### src/rtl/startscreen_drawer.sv
// Copies the start-screen ROM image into the VGA framebuffer, one pixel per clock,
// in raster order. The x/y/plot pipeline stage lines up with the ROM's 1-cycle read latency.
module startscreen_drawer #(
  parameter int SCREEN_W = 160,
  parameter int SCREEN_H = 120,
  parameter int ADDR_W   = 15,
  parameter int COLOR_W  = 9
) (
  input  logic               clock,
  input  logic               reset,
  input  logic               start,
  input  logic               abort,
  output logic               busy,
  output logic               done,
  output logic [ADDR_W-1:0]  rom_address,
  input  logic [COLOR_W-1:0] rom_q,
  output logic [7:0]         vga_x,
  output logic [6:0]         vga_y,
  output logic [COLOR_W-1:0] vga_colour,
  output logic               vga_plot
);

  typedef enum logic [1:0] {S_IDLE, S_DRAW, S_FLUSH} state_t;

  localparam logic [ADDR_W-1:0] LAST_ADDR = ADDR_W'(SCREEN_W * SCREEN_H - 1);
  localparam logic [7:0]        X_LAST    = 8'(SCREEN_W - 1);

  state_t            state_q, state_d;
  logic [ADDR_W-1:0] addr_q, addr_d;
  logic [7:0]        ax_q, ax_d, px_q, px_d;
  logic [6:0]        ay_q, ay_d, py_q, py_d;
  logic              pv_q, pv_d;
  logic              done_q, done_d;

  always_ff @(posedge clock) begin
    if (reset) begin
      state_q <= S_IDLE;
      addr_q  <= '0;
      ax_q    <= '0;
      ay_q    <= '0;
      px_q    <= '0;
      py_q    <= '0;
      pv_q    <= 1'b0;
      done_q  <= 1'b0;
    end else begin
      state_q <= state_d;
      addr_q  <= addr_d;
      ax_q    <= ax_d;
      ay_q    <= ay_d;
      px_q    <= px_d;
      py_q    <= py_d;
      pv_q    <= pv_d;
      done_q  <= done_d;
    end
  end

  always_comb begin
    state_d = state_q;
    addr_d  = addr_q;
    ax_d    = ax_q;
    ay_d    = ay_q;
    px_d    = px_q;
    py_d    = py_q;
    pv_d    = 1'b0;
    done_d  = 1'b0;
    case (state_q)
      S_IDLE: begin
        if (start && !abort) begin
          state_d = S_DRAW;
          addr_d  = '0;
          ax_d    = '0;
          ay_d    = '0;
        end
      end
      S_DRAW: begin
        if (abort) begin
          state_d = S_IDLE;
        end else begin
          px_d = ax_q;
          py_d = ay_q;
          pv_d = 1'b1;
          // Counters freeze on the last address so they never run past the frame.
          if (addr_q == LAST_ADDR) begin
            state_d = S_FLUSH;
          end else begin
            addr_d = addr_q + 1'b1;
            if (ax_q == X_LAST) begin
              ax_d = '0;
              ay_d = ay_q + 1'b1;
            end else begin
              ax_d = ax_q + 1'b1;
            end
          end
        end
      end
      S_FLUSH: begin
        state_d = S_IDLE;
        done_d  = !abort;
      end
      default: state_d = S_IDLE;
    endcase
  end

  assign rom_address = (state_q == S_DRAW) ? addr_q : '0;
  assign busy        = (state_q != S_IDLE);
  assign done        = done_q;
  assign vga_x       = px_q;
  assign vga_y       = py_q;
  assign vga_plot    = pv_q;
  assign vga_colour  = rom_q;

endmodule

### config.mk
export PLATFORM = sky130hd
export DESIGN_NAME = startscreen_drawer
export DESIGN_NICKNAME = d
export VERILOG_FILES = /design/src/rtl/startscreen_drawer.sv
export SDC_FILE = /design/constraint.sdc
export NUM_CORES = 1
export LEC_CHECK = 0
export BUFFER_PORTS_ARGS = -buffer_cell sky130_fd_sc_hd__buf_2
export CAP_MARGIN = 5
export CORE_AREA = 2 2 74 76
export CTS_BUF_LIST = sky130_fd_sc_hd__clkbuf_4
export DETAILED_ROUTE_END_ITERATION = 8
export DIE_AREA = 0 0 76 78
export PLACE_DENSITY = 0.81
export SLEW_MARGIN = 20
export SYNTH_ARGS = -nofsm -noshare
export SYNTH_HDL_FRONTEND = slang
export SYNTH_SLANG_ARGS = --single-unit
### constraint.sdc
create_clock -name clock -period 3.1 [get_ports clock]
set_clock_uncertainty 0.05 [all_clocks]
set_input_delay 0.465 -clock clock [delete_from_list [all_inputs] [get_ports clock]]
set_output_delay 0.465 -clock clock [all_outputs]
set_load 0.05 [all_outputs]
Yosys cells after proc, flatten, opt, wreduce, memory -nomap -nowiden
Cells that the tools add are included.
{"block": "word_totals", "regBits": 49, "latchBits": 0, "ram_bits": 0, "mem_bits_ro": 0, "in_bits": 13, "out_inout_bits": 42, "elab_cells": 54, "memories": 0}
{"block": "classes", "add_sub_neg": 3, "n_mul": 0, "div": 0, "n_lt_le_gt_ge": 0, "eq_ne": 9, "n_shift": 0, "n_mux": 20, "n_bitwise": 3, "reduce_logical": 11}
{"op": "two-way mux 15 bit", "count": 4}
{"op": "two-way mux 8 bit", "count": 4}
{"op": "one-hot mux 15 bit (2 select lines)", "count": 1}
{"op": "two-way mux 7 bit", "count": 4}
{"op": "one-hot mux 8 bit (2 select lines)", "count": 1}
{"op": "adder 15 x 1 -> 15 bit (second input constant)", "count": 1}
{"op": "== test 15 bit (second input constant)", "count": 1}
{"op": "one-hot mux 7 bit (2 select lines)", "count": 1}
{"op": "adder 8 x 1 -> 8 bit (second input constant)", "count": 1}
{"op": "== test 8 bit (second input constant)", "count": 1}
{"op": "inequality test 2 bit (second input constant)", "count": 4}
{"op": "adder 7 x 1 -> 7 bit (second input constant)", "count": 1}
{"op": "two-way mux 2 bit", "count": 3}
{"op": "AND reduction 5 bit", "count": 1}
{"op": "one-hot mux 2 bit (2 select lines)", "count": 1}
{"op": "AND reduction 2 bit", "count": 2}
{"op": "AND reduction 4 bit", "count": 1}
{"op": "nonzero test 2 bit", "count": 2}
{"op": "OR reduction 2 bit", "count": 2}
{"op": "inequality test 3 bit (second input constant)", "count": 1}
{"op": "inverter 1 bit", "count": 3}
{"op": "== test 2 x 1 -> 1 bit (second input constant)", "count": 1}
{"op": "== test 2 bit (second input constant)", "count": 1}
{"op": "logical NOT 2 bit", "count": 1}
{"op": "3 further kinds", "count": 3}

Depth between registers and ports, before layout
Gate-level depths: netlist of run 1.
{"block": "logic_depth", "word_depth": 5, "ltp_mapped": 8, "depth_no_buf": 6}

Least setup slack after synthesis of run 1
Ideal clock, no wire load.
{"block": "synth_path", "kind": "register to register", "startpoint": "register addr_q[13]", "endpoint": "register ax_q[4]", "setup_time_ns": 0.074, "arrival_time_ns": 2.001, "required_ns": 2.976, "path_slack_ns": 0.976, "path_stages_with_launch": 8, "n_path_buf": 2, "synth_period_minus_slack_ns": 2.124, "cell_sequence": "dfxtp_1 or4b_4 or4_4 buf_6 a21oi_4 buf_6 nor2_2 nor3_2"}
{"block": "synth_via", "elab_chain_cells": 3}
{"item": "start, declared", "line_no": "29", "source": "logic [ADDR_W-1:0] addr_q, addr_d;"}
{"item": "start signal, assigned", "line_no": "47", "source": "addr_q <= addr_d;"}
{"item": "== test 15 bit", "line_no": "83", "source": "if (addr_q == LAST_ADDR) begin"}
{"item": "inequality test 2 bit (no source line)"}
{"item": "AND reduction 4 bit (no source line)"}
{"item": "end signal, assigned", "line_no": "39", "source": "ax_q <= '0;"}
{"item": "end signal, assigned", "line_no": "48", "source": "ax_q <= ax_d;"}
{"item": "end, declared", "line_no": "30", "source": "logic [7:0] ax_q, ax_d, px_q, px_d;"}
Every way passes these cells.
A chain may end at the register's enable or synchronous reset.

Worst setup path after layout of run 1
{"block": "layout_path", "startpoint": "register addr_q[0]", "endpoint": "register ax_q[3]"}
The elaborated chain is that of the path after synthesis.

==> metrics, run 1 <==
cts bufs inserted 5; #FFs+latches synth 49; post-synth cell types 51; Final HPWL DP 3640 um; CP Max Fanout 18; number of global-route vias before repair 2017; post-layout utilization of the core 52.9%; most numerous cell in the Yosys netlist dfxtp_1; IO buf count 36; Die X 76 um; Via density 5.66; worst-skew pair later-pin latency 0.37 ns; startpoint type of the worst setup path flip-flop; Cells after Synth 295; Nets 333; clock buffer depth 2; r2r startpoint addr_q[0]; DRT Wirelength 5220 um; peak supply drop 0.000244 V; Layout area overhead 8.73%; Root Driver clkbuf_4; asr flop ratio synth 0%; RSZ-0062 raised after global routing no; Worst Tran Pin Value 0.714 ns; flop2flop setup slack 0.70 ns; worst hold margin 0.267 ns; die area 5930 um^2; CTS tree yes; pwr/cell area 378 nW/um^2; Max Cap Viol 0; Syn Std Cell Area 2450 um^2; GR peak layer met2; Worst Setup SP addr_q[0]; CP required 3.36 ns; Die Y-Extent 78 um; area leader, netlist dfxtp_1; Syn Area/Cell 8.31 um^2; minimum clock period 2.40 ns; setup_tns 0 ns; syn nets 311; Fillers 500; GR met3 Demand/Resource 4.30%; DRC Markers 0; number of enable flip-flop cells after synthesis 0; gp weighted congestion 0.849; final worst-path cycle share 77.5%; Hold/Removal Path Class input pin to flip-flop; Primary FF master, synth dfxtp_1; FF-to-FF path depth 6; # Post-CTS Setup Buffers 0; Yosys warnings 0; WL/cell 13.5 um; Critical Path End ax_q[3]; Setup Viol. Count Final 0; routed vias 2195; row cnt 26; io pins 55; Slew Limit Fails 0; initial antenna violation count 0; # diodes 0; CTS resizes 0; antenna viol nets, final 0; Area after DPL 2610 um^2; Crit Reg-Reg Endpoint ax_q[3]; CP Data Arrival Time 2.67 ns; commonest cells in the netlist dfxtp_1 (49), nand2_1 (40), a21oi_1 (30); Final Hold Viols 0; pre-CTS setup slack 0.741 ns; pin count of the biggest net entering global routing 28; Core Region 5040 um^2; register area share after synthesis 40.0%; area share of the largest cell type after synthesis 40.0%; Pre-antenna DRT Iters 4; Max Fclk 0.416 GHz; Total Routing Usage GR 18.1%; outcome completed; cts hold-fix bufs 0; met1 Resource Use GR 21.8%; Synth area leaders dfxtp_1 (40%), a21oi_1 (6.1%), nand2_1 (6.1%); H-tree depth 2; Crit Path Category flip-flop to flip-flop; layout cells sized above 1 21.4%; Max transition margin 52.2%; post-route cell area 2670 um^2; 1st-iter DRT viols 140; met2 Usage GRT 30.8%; crit path capture type flip-flop; starting density of the core 48.6%; Clock Sinks 49; global-route wire length before repair 8920 um; final worst slack 0.698 ns; leakage dissipation 0.975 nW; clock slew at reported path FFs 0.14 ns; Hold Crit Depth 2; total congestion overflow 0
-- through the flow --
step | total power [mW] | instances
global placement | 0.722 | 380
detailed placement | 0.723 | 380
finish | 1.01 | 388
global route | 1.05 | 388
floorplan | 0.737 | 295
CTS | 1.02 | 388
-- per-layer routing --
metal | up-vias | wire, um
met5 | - | 0
met4 | 0 | 91
met3 | 9 | 349
met2 | 71 | 2490
met1 | 1022 | 2280
li1 | 1093 | -
-- final cells by class --
type | instances | area, um^2 | area share, %
clock inverters | 2 | 10.0 | 0.376
multi-input cells | 217 | 1310 | 49.2
repair buffers | 41 | 218 | 8.17
inverters | 3 | 11.3 | 0.423
flip-flops and latches | 49 | 981 | 36.8
well taps | 70 | 87.6 | 3.29
clock buffers | 6 | 45.0 | 1.69
-- cells by family (layout without fill, tap and decap cells) --
logic type / count (synthesis) / after routing / synth area share, %
multiplexers: 2 / 2 / 0.817
AO/OA/AOI/OAI: 73 / 73 / 18.9
XOR/XNOR: 2 / 2 / 0.715
buffers and inverters: 29 / 52 / 6.43
adder cells (fa/ha/maj): 3 / 3 / 1.53
AND/OR/NAND/NOR: 137 / 137 / 31.5
flip-flops: 49 / 49 / 40.0
-- worst min path at each step --
| stage | from | end |
|---|---|---|
| 4_1_cts | abort | done |
| 3_5_place_dp | vga_x[3] | vga_x[3] |
| 6_report | abort | done |
| 2_1_floorplan | ay_q[6] | ay_q[6] |
| 5_1_grt | abort | done |
| 3_3_place_gp | vga_x[4] | vga_x[4] |
-- registers in the layout, summed over array words and instances, names as in the netlist --
name,count
vga_y,7
state_q,2
vga_x,8
done,1
ay_q,7
addr_q,15
ax_q,8
vga_plot,1
-- worst max-delay path: stages (launching register included) --
cell	delay (ns)
dfxtp_1	0.43
ha_1	0.21
nand3_1	0.23
or4_4	0.66
a21oi_4	0.44
o21ai_0	0.17
a21boi_1	0.14
-- cell usage in the layout, fill, tap and decap left out, drive strengths merged, types with 3 or more instances in the layout --
master and count:
a31oi 4, clkbuf 6, nor2b 5, nand2b 3, nand2 40, nor2 16
or4 3, nor3b 3, buf 41, and2 18, and3 4, o21ai 21
a21oi 31, nor3 13, ha 3, nand3 10, o31ai 3, inv 3
a311oi 5, nand4 8, dfxtp 49
-- power breakdown --
part           switching, mW  internal, mW
Combinational         0.0513        0.0212
Clock                  0.202        0.0955
Sequential           0.00421         0.633
Total                  0.258         0.750
Note: power is estimated with default switching activity, not from simulation.
==> run 2: changes to the inputs <==
==> constraint.sdc (replaced) <==
create_clock -name clock -period 2.4 [get_ports clock]
set_clock_uncertainty 0.05 [all_clocks]
set_input_delay 0.36 -clock clock [delete_from_list [all_inputs] [get_ports clock]]
set_output_delay 0.36 -clock clock [all_outputs]
set_load 0.05 [all_outputs]
==> run 2 against run 1 <==
  * Sequential cell count unchanged
  * Register-to-register slack got worse by 0.59 ns
  * Largest power group unchanged
  * Count of clock-buffer cells in the layout unchanged
  * Highest routed layer unchanged
  * Largest cell class unchanged
==> metrics, run 2 (synthesis gave the netlist of run 1 again) <==
layout cells sized above 1 24.5% (+3.1 points); Worst Tran Pin Value 0.681 ns (-0.0339 ns); Fillers 465 (-7.0%); commonest cells after routing, fill and taps aside dfxtp_1 (49), nand2_1 (40), buf_2 (36); commonest non-fill, non-tap cell in the layout dfxtp_1; post-route cell area 2760 um^2 (+3.7%); global-route wire length before repair 9820 um (+10%); Die X 76 um (unchanged); startpoint type of the worst setup path flip-flop; CP Data Arrival Time 2.55 ns (-0.12 ns); Cell Chain, Critical Path or4b_4, or4_4, a211oi_2, a21oi_1, mux2i_1; delay-heaviest family, CP simple AND/OR/NAND/NOR gates; Tot Pwr 1.32 mW (+31%); IO buf count 36 (unchanged); Total Routing Usage GR 20.0% (+1.9 points); Layout area overhead 12.7%; antenna viol nets, final 0 (unchanged); Slew Limit Fails 0 (unchanged); CP Buf/Inv Count 0 (unchanged); setup_tns 0 ns (unchanged); crit-path max cell delay 0.56 ns (-0.10 ns); Area after DPL 2710 um^2 (+3.7%); final worst slack 0.104 ns (-0.595 ns); slowest CP cell or4b_4; minimum clock period 2.30 ns (-0.105 ns); Hold/Removal Path Class input pin to flip-flop; total congestion overflow 0 (unchanged); pin count of the biggest net entering global routing 18 (-36%); peak supply drop 0.000271 V (+11%); DRC Markers 0 (unchanged); Max transition margin 54.5% (+2.3 points); Setup Viol. Count Final 0 (unchanged); Crit Path Category flip-flop to flip-flop; outcome completed; routed vias 2238 (+2.0%); leakage dissipation 1.04 nW (+6.5%); Pre-antenna DRT Iters 4 (unchanged); 1st-iter DRT viols 202 (+44%); CP required 2.66 ns (-0.70 ns); initial antenna violation count 0 (unchanged); worst-skew pair later-pin latency 0.37 ns (about the same); Nets 346 (+3.9%); clock buffer depth 2 (unchanged); row cnt 26 (unchanged); CTS resizes 0 (unchanged); # diodes 0 (unchanged); Final Hold Viols 0 (unchanged); FF-to-FF path depth 5 (-1); pwr/cell area 479 nW/um^2 (+27%); cts hold-fix bufs 0 (unchanged); cts bufs inserted 5 (unchanged); CP Depth 5 (-1); io pins 55 (unchanged); number of global-route vias before repair 2084 (+3.3%); Core Region 5040 um^2 (unchanged); Clock Sinks 49 (unchanged); Top reg by flops addr_q; Max Cap Viol 0 (unchanged); starting density of the core 48.6% (unchanged); crit path capture type flip-flop; Die Y-Extent 78 um (unchanged); CP Max Fanout 5 (-13); WL/cell 14.4 um (+7.0%); Final HPWL DP 4130 um (+13%); Via density 5.58 (-1.3%); worst hold margin 0.192 ns (-0.0744 ns); gp weighted congestion 0.827 (-2.7%); Root Driver clkbuf_4; CTS tree yes; Max Fclk 0.435 GHz (+4.6%); DRT Wirelength 5770 um (+11%); # Post-CTS Setup Buffers 0 (unchanged); max FFs per register 15 (unchanged); final worst-path cycle share 95.7% (+18 points); pre-CTS setup slack 0.125 ns (-0.616 ns); H-tree depth 2 (unchanged); flop2flop setup slack 0.10 ns (-0.59 ns); die area 5930 um^2 (unchanged); Hold Crit Depth 2 (unchanged); RSZ-0062 raised after global routing no; clock slew at reported path FFs 0.14 ns (about the same)
## run 2: metal layers
layer  routed length (um)  vias up  GRT usage, %
li1                     -     1120             -
met1                 2610     1062          25.5
met2                 2860       49          33.5
met3                  227        7          3.84
met4                   74        0          8.18
met5                    0        -             0
## run 2: path summary, 6_finish.rpt
path	endpoint	from
hold / removal	done	abort
setup / recovery	addr_q[13]	addr_q[13]
setup reg to reg	addr_q[13]	addr_q[13]
hold reg to reg	vga_x[5]	vga_x[5]
## run 2: report_power, final
group | switching, mW | total [mW] | internal (mW) | leakage (nW)
Combinational | 0.0716 | 0.110 | 0.0384 | 0.609
Clock | 0.267 | 0.391 | 0.124 | 0.0354
Sequential | 0.00471 | 0.823 | 0.818 | 0.395
Total | 0.344 | 1.32 | 0.980 | 1.04
## run 2: area by class of cell
class                      instances  area [um^2]  share of cell area, %
tap                               70         87.6                   3.17
timing repair buffer              54          315                   11.4
clock inverter                     2         10.0                  0.362
multi-input combinational        217         1310                   47.5
clock buffer                       6         45.0                   1.63
inverter                           3         11.3                  0.408
sequential                        49          981                   35.5
## run 2: through the flow
step,std cells,utilization [%]
global placement,393,53.7
floorplan,295,-
CTS,401,54.8
detailed placement,393,53.7
finish,401,54.8
global route,401,54.8
